`config.mk`:
```
export PLATFORM = sky130hd
export DESIGN_NAME = wdf_output_capture
export DESIGN_NICKNAME = d
export VERILOG_FILES = /design/src/rtl/wdf_output_capture.sv
export SDC_FILE = /design/constraint.sdc
export NUM_CORES = 1
export LEC_CHECK = 0
export BUFFER_PORTS_ARGS = -buffer_cell sky130_fd_sc_hd__buf_2
export CORE_MARGIN = 4
export CORE_UTILIZATION = 60
export DETAILED_ROUTE_END_ITERATION = 16
export PLACE_DENSITY = 0.87
export SLEW_MARGIN = 20
export SYNTH_ARGS = -nofsm -noshare
export SYNTH_HDL_FRONTEND = slang
export SYNTH_SLANG_ARGS = --single-unit
```
`constraint.sdc`:
```
create_clock -name clk -period 4.08 [get_ports clk]
set_input_delay 0.204 -clock clk [delete_from_list [all_inputs] [get_ports clk]]
set_output_delay 0.204 -clock clk [all_outputs]
set_load 0.02 [all_outputs]
```
`src/rtl/wdf_output_capture.sv`:
```
// wdf_output_capture
//   Captures a fixed-length run of TOTAL_SAMPLES signed samples from the WDF
//   core into a small first-word-fall-through FIFO for a ready/valid
//   consumer. It also keeps running statistics (count, peak magnitude,
//   checksum) and raises a sticky done flag when the run has drained.
//
// Ports
//   clk           single clock for all logic
//   reset         synchronous, active-high; clears all state
//   start         one-cycle pulse; begins a run from IDLE or DONE
//   sample_valid  WDF output sample present this cycle
//   sample_data   signed WDF output sample
//   out_valid     FIFO head valid
//   out_data      FIFO head sample (zero when empty)
//   out_ready     consumer accepts head
//   busy          run in progress (CAPTURE or DRAIN)
//   done          run complete; held until next start or reset
//   overflow      sticky: at least one sample dropped this run
//   sample_count  samples observed this run
//   peak_abs      unsigned max |sample| this run
//   checksum      wrap-around sum of sign-extended samples
module wdf_output_capture #(
  parameter int unsigned DATA_WIDTH    = 16,
  parameter int unsigned TOTAL_SAMPLES = 1024,
  parameter int unsigned FIFO_DEPTH    = 16
) (
  input  logic                  clk,
  input  logic                  reset,
  input  logic                  start,
  input  logic                  sample_valid,
  input  logic [DATA_WIDTH-1:0] sample_data,
  output logic                  out_valid,
  output logic [DATA_WIDTH-1:0] out_data,
  input  logic                  out_ready,
  output logic                  busy,
  output logic                  done,
  output logic                  overflow,
  output logic [31:0]           sample_count,
  output logic [DATA_WIDTH-1:0] peak_abs,
  output logic [31:0]           checksum
);

  localparam int unsigned      PTR_W    = $clog2(FIFO_DEPTH);
  localparam int unsigned      CNT_W    = PTR_W + 1;
  localparam logic [CNT_W-1:0] DEPTH_C  = CNT_W'(FIFO_DEPTH);
  localparam logic [31:0]      LAST_IDX = 32'(TOTAL_SAMPLES - 1);

  typedef enum logic [1:0] {
    IDLE,
    CAPTURE,
    DRAIN,
    DONE
  } state_t;

  state_t state, next_state;

  logic                  clear;
  logic                  accept;
  logic                  push;
  logic                  pop;
  logic                  drop;
  logic                  fifo_full;
  logic                  fifo_empty;

  logic [DATA_WIDTH-1:0] mem [FIFO_DEPTH];
  logic [PTR_W-1:0]      wr_ptr;
  logic [PTR_W-1:0]      rd_ptr;
  logic [CNT_W-1:0]      fifo_cnt;

  logic signed [DATA_WIDTH-1:0] sample_s;
  logic [31:0]                  sample_ext;
  logic [DATA_WIDTH-1:0]        sample_mag;

  // ---------------------------------------------------------------------
  // Control FSM
  // ---------------------------------------------------------------------
  always_ff @(posedge clk) begin
    if (reset) begin
      state <= IDLE;
    end else begin
      state <= next_state;
    end
  end

  always_comb begin
    next_state = state;
    clear      = 1'b0;
    accept     = 1'b0;
    case (state)
      IDLE: begin
        if (start) begin
          clear      = 1'b1;
          next_state = CAPTURE;
        end
      end
      CAPTURE: begin
        if (sample_valid) begin
          accept = 1'b1;
          if (sample_count == LAST_IDX) begin
            next_state = DRAIN;
          end
        end
      end
      DRAIN: begin
        // Uses the registered occupancy, so the final pop lands one edge
        // before DONE is entered.
        if (fifo_empty) begin
          next_state = DONE;
        end
      end
      DONE: begin
        if (start) begin
          clear      = 1'b1;
          next_state = CAPTURE;
        end
      end
      default: next_state = IDLE;
    endcase
  end

  assign busy = (state == CAPTURE) || (state == DRAIN);
  assign done = (state == DONE);

  // ---------------------------------------------------------------------
  // FIFO (first-word-fall-through)
  // ---------------------------------------------------------------------
  assign fifo_empty = (fifo_cnt == '0);
  assign fifo_full  = (fifo_cnt == DEPTH_C);
  assign out_valid  = !fifo_empty;
  assign out_data   = out_valid ? mem[rd_ptr] : '0;

  assign pop  = out_valid && out_ready;
  // A full FIFO still takes the sample when the head leaves in the same cycle.
  assign push = accept && (!fifo_full || pop);
  assign drop = accept && fifo_full && !pop;

  always_ff @(posedge clk) begin
    if (reset || clear) begin
      wr_ptr   <= '0;
      rd_ptr   <= '0;
      fifo_cnt <= '0;
    end else begin
      if (push) begin
        wr_ptr <= wr_ptr + PTR_W'(1);
      end
      if (pop) begin
        rd_ptr <= rd_ptr + PTR_W'(1);
      end
      case ({push, pop})
        2'b10:   fifo_cnt <= fifo_cnt + CNT_W'(1);
        2'b01:   fifo_cnt <= fifo_cnt - CNT_W'(1);
        default: fifo_cnt <= fifo_cnt;
      endcase
    end
  end

  always_ff @(posedge clk) begin
    if (push && !reset) begin
      mem[wr_ptr] <= sample_data;
    end
  end

  // ---------------------------------------------------------------------
  // Running statistics
  // ---------------------------------------------------------------------
  assign sample_s   = sample_data;
  assign sample_ext = 32'(sample_s);
  // Two's-complement negation in DATA_WIDTH bits; the most-negative value
  // maps to 2^(DATA_WIDTH-1), which is exact when read as unsigned.
  assign sample_mag = sample_data[DATA_WIDTH-1] ? (~sample_data + DATA_WIDTH'(1))
                                                : sample_data;

  always_ff @(posedge clk) begin
    if (reset || clear) begin
      sample_count <= '0;
      checksum     <= '0;
      peak_abs     <= '0;
      overflow     <= 1'b0;
    end else if (accept) begin
      sample_count <= sample_count + 32'd1;
      checksum     <= checksum + sample_ext;
      if (sample_mag > peak_abs) begin
        peak_abs <= sample_mag;
      end
      if (drop) begin
        overflow <= 1'b1;
      end
    end
  end

endmodule

```
==> out/metrics.cfg <==
[sta]
fmax_mhz = 283
relative_slew_margins_pct = 22.7
slew_viol_final = 0
report.final.setup_viol = 0
final_period_minus_worst_setup_slack_ps = 3540
period_utilisation_layout_pct = 86.7
skew_final_ps = 16.4
worstMarginPinSlew_ps = 1160
final-hold-violation-count = 0
totalNegativeSetupSlack_ps = 0
unrepaired_setup_endpoints_after_global_routing = no

[logic_synthesis]
post_synth_inst_count = 1223
synth_top_area_cell = sky130_fd_sc_hd__edfxtp_1
post_synthesis_sequential_area_ratio_pct = 59.4
muxShareOfSynthArea_pct = 11.3
synth.top_cell.area_share_pct = 47.1
synthFlopType = sky130_fd_sc_hd__edfxtp_1
synth_area_per_cell_um2 = 13.3
synth_simple_gate_area_share_pct = 10.6
main_combinational_cell_family_by_area_after_synthesis = multiplexers
postSynth.asyncResetShare_pct = 0
yosys.area_share.xor_xnor_pct = 3.71
ys_warn_count = 0
complex_gate_fraction_of_the_synthesized_area_pct = 7.83
synth_enable_flop_cells = 256
synth_area_mm2 = 0.0163
postSynthRegisterBits = 356
post_synthesis_share_of_cell_area_spent_on_full_adders_half_adders_and_majority_gates_pct = 4.93
synthDistinctLibCells = 70
synth_nets = 1307
synthTopCellsByArea = sky130_fd_sc_hd__edfxtp_1 47%, sky130_fd_sc_hd__dfxtp_1 12%, sky130_fd_sc_hd__mux4_2 11%, sky130_fd_sc_hd__ha_1 4.7%, sky130_fd_sc_hd__nor2_1 2.6%

[floorplan]
floorplan.core_area_mm2 = 0.0269
boundaryPins = 121
die_height_um = 173
start_util_pct = 60.7
floorplan.die.width_um = 173
design.die.area_mm2 = 0.0299
rows = 60

[critical_path]
setup.reg_to_reg.worst_slack_ps = 840
r2r_start = fifo_cnt[0]$_SDFFE_PP0P_
regToRegEndpoint = fifo_cnt[4]$_SDFFE_PP0P_
arrival_ps = 3960
startpoint_type = primary input
critical_path.max_fanout = 12
reg2regPathDepth = 13
worstPathRequired_ps = 4500
critical_path_class = in -> reg
endpoint_type_of_the_worst_setup_path = register

[hold_path]
whs_endpoint = overflow$_SDFFE_PP0P_
holdCritPathClass = in -> reg
start_point_of_the_worst_hold_path = out_ready
timing.hold.worst_path_depth = 4

[routing]
drt_iter0_drc = 1177
vias = 11000
ant_nets = 0
finalWirelength_um = 41400
drt_pre_antenna_iters = 5
routedWlPerCell_um = 23.8
drt-vias-per-instance = 6.34
drc = 0

[grt]
gr-total-overflow = 0
number_of_antenna_violations_at_the_first_check_in_global_routing = 1
global_route.usage.total_pct = 27.5
grt_start_max_net_pins = 61
grt_first_pass_wirelength_um = 64000
grt_pass1_vias = 11200

[flow_run]
cap_violations = 0

[clocking]
clock_sinks = 356
holdBufCountCts = 1
ctsLongestPathBuffers = 3
clkSlewWorstSetupHoldPaths_ps = 60
clock_tree.htree_level_count = 2
root_buffer = sky130_fd_sc_hd__clkbuf_16
post_cts.repair.setup_buffers = 0
numCtsBuffers = 38
tritoncts = yes
later_pin_clock_latency_in_the_skew_report_ps = 530
post_cts_resized = 0

[placement]
gp_routability_congestion = 0.910
placement.io_buffers = 120
dp_hpwl_um = 25400

[pwr]
totalPowerFinal_mw = 8.93
leakage_nw = 6.74
irDropWorstVdd_mv = 0.312
cellPowerDensity_mw_per_mm2 = 479

[cells_and_area]
layout.filler_cells = 1769
finalCoreUtilization_pct = 69.3
drive_gt1_share_pct = 22.2
synthToLayoutAreaGrowth_pct = 14.3
antenna_cells_inserted = 0
num-nets-final = 1452

[run_status]
status = completed

## layer usage
layer,wire length [um],vias to the layer above,GRT usage (%)
met5,0,-,0
met4,1580,0,9.88
met3,3060,102,5.14
met2,21200,521,48.1
met1,15500,5441,34.5
li1,-,4937,-
## cells by family (layout without fill, tap and decap cells)
logic type | Yosys count | after routing
AOI/OAI and AO/OA | 198 | 198
xor gates and xnor gates | 69 | 69
adders and majority gates | 63 | 63
buffers and inverters | 93 | 264
DFF | 356 | 356
muxes | 84 | 84
and+or+nand+nor | 360 | 360
## how the worst max path moves through the flow
| stage | end | slack [ps] | startpoint | cells after the start |
|---|---|---|---|---|
| CTS | peak_abs[3]$_SDFFE_PP0P_ | 650 | sample_data[8] | 14 |
| floorplan | peak_abs[3]$_SDFFE_PP0P_ | 680 | sample_data[6] | 12 |
| detailed placement | peak_abs[3]$_SDFFE_PP0P_ | 140 | sample_data[6] | 14 |
| global placement | peak_abs[4]$_SDFFE_PP0P_ | 260 | sample_data[6] | 14 |
| global route | peak_abs[2]$_SDFFE_PP0P_ | 460 | sample_data[6] | 14 |
| finish | peak_abs[3]$_SDFFE_PP0P_ | 540 | sample_data[8] | 14 |
## cell usage after synthesis (8+ instances only)
cell type                  instances
sky130_fd_sc_hd__mux4_2           80
sky130_fd_sc_hd__a21o_1           18
sky130_fd_sc_hd__ha_1             61
sky130_fd_sc_hd__a21oi_1          67
sky130_fd_sc_hd__clkbuf_1         44
sky130_fd_sc_hd__nor4_1           11
sky130_fd_sc_hd__o21a_1            8
sky130_fd_sc_hd__and3_1           10
sky130_fd_sc_hd__edfxtp_1        256
sky130_fd_sc_hd__nor2_1          115
sky130_fd_sc_hd__inv_1            35
sky130_fd_sc_hd__nor2b_1          14
sky130_fd_sc_hd__o21ai_0          36
sky130_fd_sc_hd__nand3_1          33
sky130_fd_sc_hd__or3_1            11
sky130_fd_sc_hd__xor2_1           38
sky130_fd_sc_hd__xnor2_1          31
sky130_fd_sc_hd__nand2_1          96
sky130_fd_sc_hd__dfxtp_1         100
sky130_fd_sc_hd__nor3_1           13
sky130_fd_sc_hd__nand4_1          21
sky130_fd_sc_hd__a211oi_1         22
## through the flow
step | instances | worst slack (ps) | cell area, um^2 | hold slack [ps]
after floorplan | 1223 | 675 | 16300 | 303
after global placement | 1668 | 261 | 17500 | 452
after global routing | 1735 | 459 | 18600 | 83.2
after detailed placement | 1668 | 144 | 17500 | 461
final | 1735 | 543 | 18600 | 51.3
after CTS | 1735 | 650 | 18600 | 42.4
## flip-flops by register name (all words and copies together) (netlist names), named ones only
register      flops
mem             256
checksum         32
sample_count     32
peak_abs         16
fifo_cnt          5
rd_ptr            4
wr_ptr            4
state             2
overflow          1
## report_power, final
group	internal, mW	switching [mW]	leakage, nW	total (mW)
Combinational	0.632	1.01	3.07	1.64
Sequential	3.96	0.102	3.11	4.07
Clock	1.84	1.38	0.559	3.23
## critical path, stage by stage
cell	delay (ps)
sky130_fd_sc_hd__buf_2	150
sky130_fd_sc_hd__or4_1	640
sky130_fd_sc_hd__or3_1	420
sky130_fd_sc_hd__or3_4	370
sky130_fd_sc_hd__nand2_1	90
sky130_fd_sc_hd__xnor2_1	100
sky130_fd_sc_hd__ha_1	330
sky130_fd_sc_hd__nand4_1	150
sky130_fd_sc_hd__or2_2	370
sky130_fd_sc_hd__o311ai_0	330
sky130_fd_sc_hd__buf_4	180
sky130_fd_sc_hd__o311ai_4	120
sky130_fd_sc_hd__buf_4	220
sky130_fd_sc_hd__a211oi_1	290
## final cells by class
cell class | count | area (um^2) | area share (%)
Clock buffer | 50 | 1030 | 5.51
Clock inverter | 16 | 119 | 0.638
Inverter | 36 | 135 | 0.725
Multi-Input combinational cell | 774 | 6280 | 33.7
Sequential cell | 356 | 9690 | 52.0
Tap cell | 341 | 427 | 2.29
Timing Repair Buffer | 162 | 956 | 5.13
## cell usage in the layout, fill, tap and decap left out, drive strengths merged, types with 11 or more instances in the layout
cell	count
nand2	96
nor2	116
buf	161
xnor2	31
ha	61
clkbuf	50
a211oi	23
inv	39
nor3	13
or3	12
nor2b	14
nand3	33
xor2	38
o21ai	38
nor4	11
a21oi	67
edfxtp	256
mux4	80
nand4	21
dfxtp	100
a21o	18
(Power assumes the default switching activity.)
